`src/rtl/muldiv_unit_pkg.sv`:
```
// muldiv_unit_pkg: shared types and helpers for the HI/LO multiply/divide unit.
//   muldiv_op_t  - operation encoding carried from decode into exec
//   DIV_STEPS    - quotient bits produced per division, one per cycle
package muldiv_unit_pkg;

    localparam int DIV_STEPS = 32;
    localparam int CNT_W     = $clog2(DIV_STEPS);

    typedef enum logic [1:0] {
        MD_MULT  = 2'd0,
        MD_MULTU = 2'd1,
        MD_DIV   = 2'd2,
        MD_DIVU  = 2'd3
    } muldiv_op_t;

    function automatic logic isSignedOp(input muldiv_op_t op);
        return (op == MD_MULT) || (op == MD_DIV);
    endfunction

    function automatic logic isDivOp(input muldiv_op_t op);
        return (op == MD_DIV) || (op == MD_DIVU);
    endfunction

    // Magnitude of a word; 0x80000000 maps to itself, which reads correctly as unsigned.
    function automatic logic [31:0] absVal(input logic [31:0] v, input logic sgn);
        return (sgn && v[31]) ? (32'd0 - v) : v;
    endfunction

endpackage

```
`src/rtl/muldiv_unit_if.sv`:
```
// muldiv_unit_if: exec-stage request/response bundle for muldiv_unit.
//   master (exec/issuer): start, op, a, b, flush  ->  busy, done, hi, lo
//   slave  (muldiv_unit): the reverse directions
interface muldiv_unit_if;
    import muldiv_unit_pkg::*;

    logic        start;
    muldiv_op_t  op;
    logic [31:0] a;
    logic [31:0] b;
    logic        flush;
    logic        busy;
    logic        done;
    logic [31:0] hi;
    logic [31:0] lo;

    modport master (output start, op, a, b, flush, input busy, done, hi, lo);
    modport slave  (input start, op, a, b, flush, output busy, done, hi, lo);
endinterface

```
`src/rtl/muldiv_unit_div_core.sv`:
```
// muldiv_unit_div_core: iterative restoring divider on unsigned magnitudes.
//   clk, reset            - clock, synchronous active-high reset
//   load                  - capture dividend/divisor, clear remainder and step counter
//   step                  - produce one quotient bit (MSB first)
//   dividend, divisor     - unsigned operands
//   quotient, remainder   - results, valid after DIV_STEPS steps
//   lastStep              - the current step is the final one
module muldiv_unit_div_core
    import muldiv_unit_pkg::*;
(
    input  logic        clk,
    input  logic        reset,
    input  logic        load,
    input  logic        step,
    input  logic [31:0] dividend,
    input  logic [31:0] divisor,
    output logic [31:0] quotient,
    output logic [31:0] remainder,
    output logic        lastStep
);
    logic [31:0]      remReg;
    logic [31:0]      quoReg;   // dividend bits shift out the top, quotient bits in the bottom
    logic [31:0]      divReg;
    logic [CNT_W-1:0] count;
    logic [32:0]      shifted;
    logic [32:0]      trial;
    logic             geq;

    assign shifted = {remReg, quoReg[31]};
    assign trial   = shifted - {1'b0, divReg};
    // Shifted value is below 2*divisor, so a set top bit guarantees the subtract fits;
    // otherwise bit 32 of the difference is the borrow.
    assign geq     = shifted[32] | ~trial[32];

    always_ff @(posedge clk) begin
        if (reset) begin
            remReg <= '0;
            quoReg <= '0;
            divReg <= '0;
            count  <= '0;
        end else if (load) begin
            remReg <= '0;
            quoReg <= dividend;
            divReg <= divisor;
            count  <= '0;
        end else if (step) begin
            remReg <= geq ? trial[31:0] : shifted[31:0];
            quoReg <= {quoReg[30:0], geq};
            count  <= count + 1'b1;
        end
    end

    assign quotient  = quoReg;
    assign remainder = remReg;
    assign lastStep  = (count == CNT_W'(DIV_STEPS - 1));
endmodule

```
`src/rtl/muldiv_unit.sv`:
```
// muldiv_unit: multi-cycle MULT/MULTU/DIV/DIVU unit producing {hi, lo}.
//   clk, reset - clock, synchronous active-high reset
//   bus        - muldiv_unit_if.slave: start/op/a/b/flush in, busy/done/hi/lo out
//
// state    | meaning
// ST_IDLE  | waiting for start
// ST_MUL   | product formed, written to hi/lo at end of cycle
// ST_DIV   | one quotient bit per cycle (or divide-by-zero shortcut)
// ST_FIX   | apply quotient/remainder signs
// ST_DONE  | hi/lo valid, done pulse; may accept a new start
module muldiv_unit
    import muldiv_unit_pkg::*;
(
    input  logic          clk,
    input  logic          reset,
    muldiv_unit_if.slave  bus
);
    typedef enum logic [2:0] {ST_IDLE, ST_MUL, ST_DIV, ST_FIX, ST_DONE} state_t;

    state_t      state, nextState;
    muldiv_op_t  opReg;
    logic [31:0] aReg, bReg, hiReg, loReg;
    logic        negQuo, negRem;
    logic        accept, divStep, lastStep;
    logic [31:0] quotient, remainder;
    logic [63:0] aExt, bExt, product, resultNext;

    assign accept  = (state == ST_IDLE || state == ST_DONE) && bus.start && !bus.flush;
    assign divStep = (state == ST_DIV) && (bReg != 32'd0) && !bus.flush;

    muldiv_unit_div_core u_divCore (
        .clk       (clk),
        .reset     (reset),
        .load      (accept && isDivOp(bus.op)),
        .step      (divStep),
        .dividend  (absVal(bus.a, isSignedOp(bus.op))),
        .divisor   (absVal(bus.b, isSignedOp(bus.op))),
        .quotient  (quotient),
        .remainder (remainder),
        .lastStep  (lastStep)
    );

    always_ff @(posedge clk) begin
        if (reset) state <= ST_IDLE;
        else       state <= nextState;
    end

    always_comb begin
        nextState = state;
        if (bus.flush) begin
            nextState = ST_IDLE;
        end else begin
            case (state)
                ST_IDLE, ST_DONE: begin
                    if (bus.start)          nextState = isDivOp(bus.op) ? ST_DIV : ST_MUL;
                    else                    nextState = ST_IDLE;
                end
                ST_MUL:                     nextState = ST_DONE;
                ST_DIV: begin
                    if (bReg == 32'd0)      nextState = ST_DONE;
                    else if (lastStep)      nextState = ST_FIX;
                end
                ST_FIX:                     nextState = ST_DONE;
                default:                    nextState = ST_IDLE;
            endcase
        end
    end

    always_comb begin
        bus.busy = (state == ST_MUL) || (state == ST_DIV) || (state == ST_FIX);
        bus.done = (state == ST_DONE);
    end

    // Low 64 bits of the extended product are correct for both signed and unsigned.
    assign aExt    = isSignedOp(opReg) ? {{32{aReg[31]}}, aReg} : {32'd0, aReg};
    assign bExt    = isSignedOp(opReg) ? {{32{bReg[31]}}, bReg} : {32'd0, bReg};
    assign product = aExt * bExt;

    always_comb begin
        resultNext = {hiReg, loReg};
        case (state)
            ST_MUL: resultNext = product;
            ST_DIV: resultNext = {aReg, 32'hFFFF_FFFF};
            ST_FIX: resultNext = {negRem ? (32'd0 - remainder) : remainder,
                                  negQuo ? (32'd0 - quotient)  : quotient};
            default: resultNext = {hiReg, loReg};
        endcase
    end

    always_ff @(posedge clk) begin
        if (reset) begin
            opReg  <= MD_MULT;
            aReg   <= '0;
            bReg   <= '0;
            negQuo <= 1'b0;
            negRem <= 1'b0;
            hiReg  <= '0;
            loReg  <= '0;
        end else begin
            if (accept) begin
                opReg  <= bus.op;
                aReg   <= bus.a;
                bReg   <= bus.b;
                negQuo <= isSignedOp(bus.op) && (bus.a[31] ^ bus.b[31]);
                negRem <= isSignedOp(bus.op) && bus.a[31];
            end
            if (nextState == ST_DONE) begin
                hiReg <= resultNext[63:32];
                loReg <= resultNext[31:0];
            end
        end
    end

    assign bus.hi = hiReg;
    assign bus.lo = loReg;
endmodule

```
`src/flat_wrapper.sv`:
```
// flat-port wrapper written by rule: the top's interface ports become plain ports
module muldiv_unit_flat import muldiv_unit_pkg::*;
  (clk, reset, bus_start, bus_op, bus_a, bus_b, bus_flush, bus_busy, bus_done, bus_hi, bus_lo);
  muldiv_unit_if bus_i ();
  input  logic clk;
  input  logic reset;
  input wire logic [$bits(bus_i.start)-1:0] bus_start;
  input wire logic [$bits(bus_i.op)-1:0] bus_op;
  input wire logic [$bits(bus_i.a)-1:0] bus_a;
  input wire logic [$bits(bus_i.b)-1:0] bus_b;
  input wire logic [$bits(bus_i.flush)-1:0] bus_flush;
  output wire logic [$bits(bus_i.busy)-1:0] bus_busy;
  output wire logic [$bits(bus_i.done)-1:0] bus_done;
  output wire logic [$bits(bus_i.hi)-1:0] bus_hi;
  output wire logic [$bits(bus_i.lo)-1:0] bus_lo;
  assign bus_i.start = bus_start;
  assign bus_i.op = bus_op;
  assign bus_i.a = bus_a;
  assign bus_i.b = bus_b;
  assign bus_i.flush = bus_flush;
  assign bus_busy = bus_i.busy;
  assign bus_done = bus_i.done;
  assign bus_hi = bus_i.hi;
  assign bus_lo = bus_i.lo;
  muldiv_unit u_core (.clk(clk), .reset(reset), .bus(bus_i));
endmodule
```
`config.mk`:
```
export PLATFORM = sky130hd
export DESIGN_NAME = muldiv_unit_flat
export DESIGN_NICKNAME = d
export VERILOG_FILES = /design/src/rtl/muldiv_unit_pkg.sv /design/src/rtl/muldiv_unit_if.sv /design/src/rtl/muldiv_unit_div_core.sv /design/src/rtl/muldiv_unit.sv /design/src/flat_wrapper.sv
export SDC_FILE = /design/constraint.sdc
export NUM_CORES = 2
export LEC_CHECK = 0
export CAP_MARGIN = 5
export CELL_PAD_IN_SITES_DETAIL_PLACEMENT = 1
export CELL_PAD_IN_SITES_GLOBAL_PLACEMENT = 2
export CORE_UTILIZATION = 42
export DETAILED_ROUTE_END_ITERATION = 16
export PLACE_DENSITY_LB_ADDON = 0.1
export SLEW_MARGIN = 20
export SYNTH_ARGS = -nofsm -noshare
export SYNTH_HDL_FRONTEND = slang
export SYNTH_SLANG_ARGS = --single-unit
export TNS_END_PERCENT = 10
```
`constraint.sdc`:
```
create_clock -name clk -period 10.3 [get_ports clk]
set_input_delay 3.09 -clock clk [delete_from_list [all_inputs] [get_ports clk]]
set_output_delay 3.09 -clock clk [all_outputs]
set_load 0.02 [all_outputs]
```
* Yosys cells after proc, flatten, opt, wreduce, memory -nomap -nowiden
Cells that the tools add are included.
** Storage, ports and cells
- Flip-flop bits (word level) :: 236
- Output and inout bits :: 66
** Cells by class
- Add/subtract/negate cells :: 6
- Multipliers :: 1
- Equal/unequal tests :: 9
- Muxes and demuxes :: 16
- Bitwise logic cells :: 3
- Reductions and logical operators :: 26
** Operator list (number)
- 32-bit 2-to-1 mux :: 7
- 64-bit one-hot mux with 3 select lines :: 1
- 64-bit 2-to-1 mux :: 2
- 1-bit by 32-bit subtractor with 32-bit output, first input constant :: 4
- 64-bit by 64-bit multiplier with 64-bit output :: 1
- 33-bit by 32-bit subtractor with 33-bit output :: 1
- 32-bit logical NOT :: 1
- 32-bit nonzero test :: 1
- 3-bit 2-to-1 mux :: 4
- 3-bit one-hot mux with 3 select lines :: 1
- 1-bit logical AND :: 8
- 2-bit == test, second input constant :: 3
- 3-bit by 2-bit == test with 1-bit output, second input constant :: 2
- 3-bit == test, second input constant :: 2
- 1-bit logical OR :: 6
- 2-bit OR reduction :: 3
- 5-bit by 1-bit adder with 5-bit output, second input constant :: 1
- 5-bit == test, second input constant :: 1
- 2-bit logical NOT :: 2
- 3-bit by 1-bit == test with 1-bit output, second input constant :: 1
- 3-bit logical NOT :: 1
- 3-bit nonzero test :: 1
- 2-bit 2-to-1 mux :: 1
- 2-bit AND reduction :: 1
- 5 further kinds :: 5

* Logic depth before layout (Yosys ltp)
- Word-level depth :: 8
- Depth in mapped cells :: 36

* Hierarchy
A second synthesis with hierarchy kept.
** Unflattened totals
- Cell total of the unflattened synthesis :: 7039
- Area total of the unflattened synthesis :: 62394.8 um^2
** Modules (own cells, without submodules)
- muldiv_unit :: times used 1, cells an instance 6244, area an instance 56021.2 um^2
- muldiv_unit_div_core :: times used 1, cells an instance 795, area an instance 6373.6 um^2

* Worst setup path before layout
No wires, ideal clock.
- Path kind :: register to register
- Start point :: reg u_core.aReg[31]
- End point :: reg u_core.hiReg[22], in the netlist u_core.bus.hi[22]
- Library setup time :: 133 ps
- Arrival :: 9043 ps
- Data required time :: 10167 ps
- Slack :: 1124 ps
- Cell stages (with the launch flop) :: 30
- Clock period less this slack :: 9176 ps
- Path through :: dfxtp_1 -> nor2b_1 -> clkbuf_1 -> clkbuf_1 -> nand2_1 -> fa_1 -> inv_1 -> fa_1 -> fa_1 -> inv_1 -> fa_1 -> inv_1 -> fa_1 -> fa_1 -> fa_1 -> fa_1 -> fa_1 -> inv_1 -> fa_1 -> inv_1 -> ha_1 -> clkbuf_1 -> nand4_1 -> or3_1 -> a211oi_2 -> o2111ai_1 -> a21oi_2 -> o21ai_0 -> a311oi_1 -> nor3_1
** Between the ends
- Longest elaborated chain between the ends :: 3
** Ends and longest elaborated chain
- start, declared :: RTL line muldiv_unit.sv:22 : logic [31:0] aReg, bReg, hiReg, loReg;
- start signal, assigned :: RTL line muldiv_unit.sv:102 : aReg <= bus.a;
- 64-bit 2-to-1 mux :: RTL line muldiv_unit.sv:75 : assign aExt = isSignedOp(opReg) ? {{32{aReg[31]}}, aReg} : {32'd0, aReg};
- 64-bit by 64-bit multiplier with 64-bit output :: RTL line muldiv_unit.sv:77 : assign product = aExt * bExt;
- 64-bit one-hot mux with 3 select lines :: RTL line muldiv_unit.sv:81 : case (state)
- end signal, assigned :: RTL line muldiv_unit.sv:108 : hiReg <= resultNext[63:32];
- end, declared :: RTL line muldiv_unit.sv:22
No other way between the ends.
A chain may end at the register's enable or synchronous reset.

* Final worst setup path
- Start point :: reg u_core.bReg[14]
- End point :: reg u_core.hiReg[13], in the netlist u_core.bus.hi[13]
** Between the ends
- Longest elaborated chain between the ends :: 6
- Elaborated cells on any way between the ends :: 9
** Ends and longest elaborated chain
- start, declared :: RTL line muldiv_unit.sv:22
- start signal, assigned :: RTL line muldiv_unit.sv:103 : bReg <= bus.b;
- parallel branches: the longest is 6 deep, another holds 64-bit by 64-bit multiplier with 64-bit output
Parallel ways; which one is timed is not known.

==> results.md <==
* Status: finished clean
* Cell count after synthesis at just under 7000
* Synth cell count leaders: inv_1 (1577), fa_1 (1420), nand2_1 (834)
* Clock root cell: clkbuf_16
* PwrDens at between 60 and 70 mW/mm²
* Routed WL at about 230000 µm
* Clock Skew at 22.9 ps
* Relative slew slack at 0.193
* Area leader, netlist: fa_1
* Vias at 47300
* Largest net degree at the start of global routing at 77
* Bufs and invs on worst path at 8
* Number of global-route vias before repair at 51600
* Critical Path Most Common Cell: fa_1
* # H-tree levels at 1
* Crit-path max cell delay at between 1000 and 1500 ps
* Worst-path clk slew at around 70 ps
* Worst setup startpoint: u_core.bReg[14]
* Xor and xnor area share after synthesis at 0.0351
* Row cnt at 140
* # Post-CTS Setup Buffers at 0
* Core area at 0.146 mm²
* Die height at just under 400 µm
* FF+latch count, synth at 235
* Slowest cell on crit path: dfxtp_1
* Drt initial violations at 3274
* Critical path's top delay family: adder cells
* CTS tree: done
* Setup ws final at 285 ps
* Skew-Pair Late Insertion Delay at approximately 620 ps
* Flop-to-flop setup slack at 290 ps
* Initial Util at 0.423
* Final Cycle Share at 0.972
* Routability Congestion at around 0.97
* WS Path Type: register to register
* Mapped Area at ~0.062 mm²
* Worst Setup Start Kind: register
* Die area at between 0.1 and 0.15 mm²
* Adder-Cell Fraction of Synth Area at 0.532
* Worst R2R Start: u_core.bReg[14]
* CTS Buf Count at 31
* FMAX at about 0.1 GHz
* Die W at between 300 and 400 µm
* Residual DRC at 0
* Drt wl/cell at 25.7 µm
* Hold Startpoint: u_core.bus.lo[19]
* RSZ-0062 raised after global routing: false
* Max-Cap Viols at 0
* Syn avg cell area at a little under 9 µm²
* First-pass GRT wire length at between 300000 and 400000 µm
* I/O pins at approximately 140
* NumNets Final at a little under 9000
* Initial antenna violation count at 10
* Post-synth net total at 8733
* Crit path time final at 10010 ps
* Total grt overflow at 0
* LEAKAGE at between 30 and 40 nW
* Synth unique cells at a little over 90
* Synth area leaders: fa_1 (46%), inv_1 (9.6%), dfxtp_1 (7.6%), ha_1 (7.0%), and2_1 (6.0%)
* Final Max Slew Viols at 0
* Largest family of logic cells by synthesized area: adder cells
* GRT Resource Usage Total at 0.315
* Peak supply drop at ~0.16 mV
* Number of synthesized flops with an enable pin at 0
* Worst-path maximum fanout at 21
* Critical Path RT at between 10000 and 15000 ps
* Area grow syn2layout at 7.84%
* Top cell type's share of synthesized area at 0.461
* Vias per inst at about 5.4
* Worst hold-check path type: register to register
* Synth Area in Simple Gates at 0.150
* Seq/Total Area, Yosys at 0.0763
* Post-Route Setup TNS at 0 ps
* Most used DFF post-synth: dfxtp_1
* Yosys Warn Count at 0
* Deepest clock path buffer count at 3
* Fill cell count at approximately 17000
* Sink Count at 235
* Share of cells above drive strength 1 at 0.0424
* IO buf count at around 140
* Place WS at between 300 and 400 ps
* Setup violators final at 0
* Synth async-reset ratio at 0
* Hold Buf Count CTS at 0
* Post-DP HPWL at roughly 190000 µm
* Antenna Violating Nets Remaining at 0
* Most common cell in the netlist: inv_1
* Multiplexer share of the synthesized area at 0.00666
* Compound-cell area share of the yosys netlist at 0.0801
* DRT Pass-1 Iters at 5
* Resize count post-CTS at 0
* Worst Tran Pin Value at 1210 ps
* Final number of hold-violating endpoints at 0
* CP endpoint kind: register
* Worst EP arrival at approximately 10000 ps
[registers in the layout, summed over array words and instances, names as in the netlist, 5 cells and up]
register and count:
u_core.aReg 32, u_core.bReg 32, u_core.bus.hi 32, u_core.bus.lo 32, u_core.u_divCore.count 5, u_core.u_divCore.divReg 32, u_core.u_divCore.quotient 32, u_core.u_divCore.remainder 32
[metal layers]
metal / up-vias / wire length [µm] / track usage
met1: 25200 / 110000 / 0.492
li1: 20600 / - / -
met3: 213 / 14800 / 0.0409
met5: - / 13 / 0
met4: 2 / 4290 / 0.0536
met2: 1319 / 97000 / 0.466
[worst min-delay path, delay by kind of cell (launching register included)]
| kind | cells | cell delay, ps |
|---|---|---|
| flops | 1 | 310 |
| compound gates | 1 | 50 |
| simple gates | 1 | 50 |
[placed cells by master, fill, tap and decap left out, types with 27 or more instances in the layout]
cell type and instances:
a211oi_1 78, nand2_1 832, and2_1 588, clkdlybuf4s50_1 134
inv_1 1577, nor2_1 254, dfxtp_1 223, buf_4 153
nor3_1 53, ha_1 346, xnor2_1 153, a311oi_1 34
o21ai_0 109, clkbuf_16 31, xor2_1 94, a21o_1 57
fa_1 1420, a21oi_1 246, mux2i_1 41, nand3_1 27
[power breakdown]
group / switching [mW] / internal [mW]
logic: 1.26 / 0.731
registers: 0.0986 / 0.943
clock network: 0.486 / 0.676
total: 1.84 / 2.35
[stage by stage]
step	power [mW]	hold slack (ps)	instance area (µm²)	utilization	instances
6_report	4.19	453	66500	0.456	8800
5_1_grt	4.44	475	66500	0.456	8799
4_1_cts	4.20	456	66500	0.456	8796
3_3_place_gp	3.01	441	65400	0.449	8738
3_5_place_dp	3.03	448	65400	0.449	8738
2_1_floorplan	2.27	436	61600	-	6897
[area by class of cell]
class	instances	area, µm²	share of cell area
well taps	1917	2400	0.0361
clock inverters	16	166	0.00250
clock buffers	42	887	0.0133
diodes	4	10.0	0.000151
multi-input cells	4708	49600	0.746
flip-flops and latches	235	4720	0.0710
repair buffers	301	2760	0.0415
inverters	1577	5920	0.0890
[worst paths after layout]
| check | to | depth (start not counted) |
|---|---|---|
| setup / recovery | u_core.bus.hi[13] | 29 |
| hold / removal | u_core.bus.lo[19] | 2 |
| setup reg to reg | u_core.bus.hi[13] | 29 |
| hold reg to reg | u_core.bus.lo[19] | 2 |
[logic make-up after synthesis]
family	Yosys count
AO/OA/AOI/OAI	738
XOR/XNOR	247
adder cells (fa/ha/maj)	1770
buffers and inverters	1954
flip-flops	235
multiplexers	41
AND/OR/NAND/NOR	1912
(Power assumes the default switching activity.)
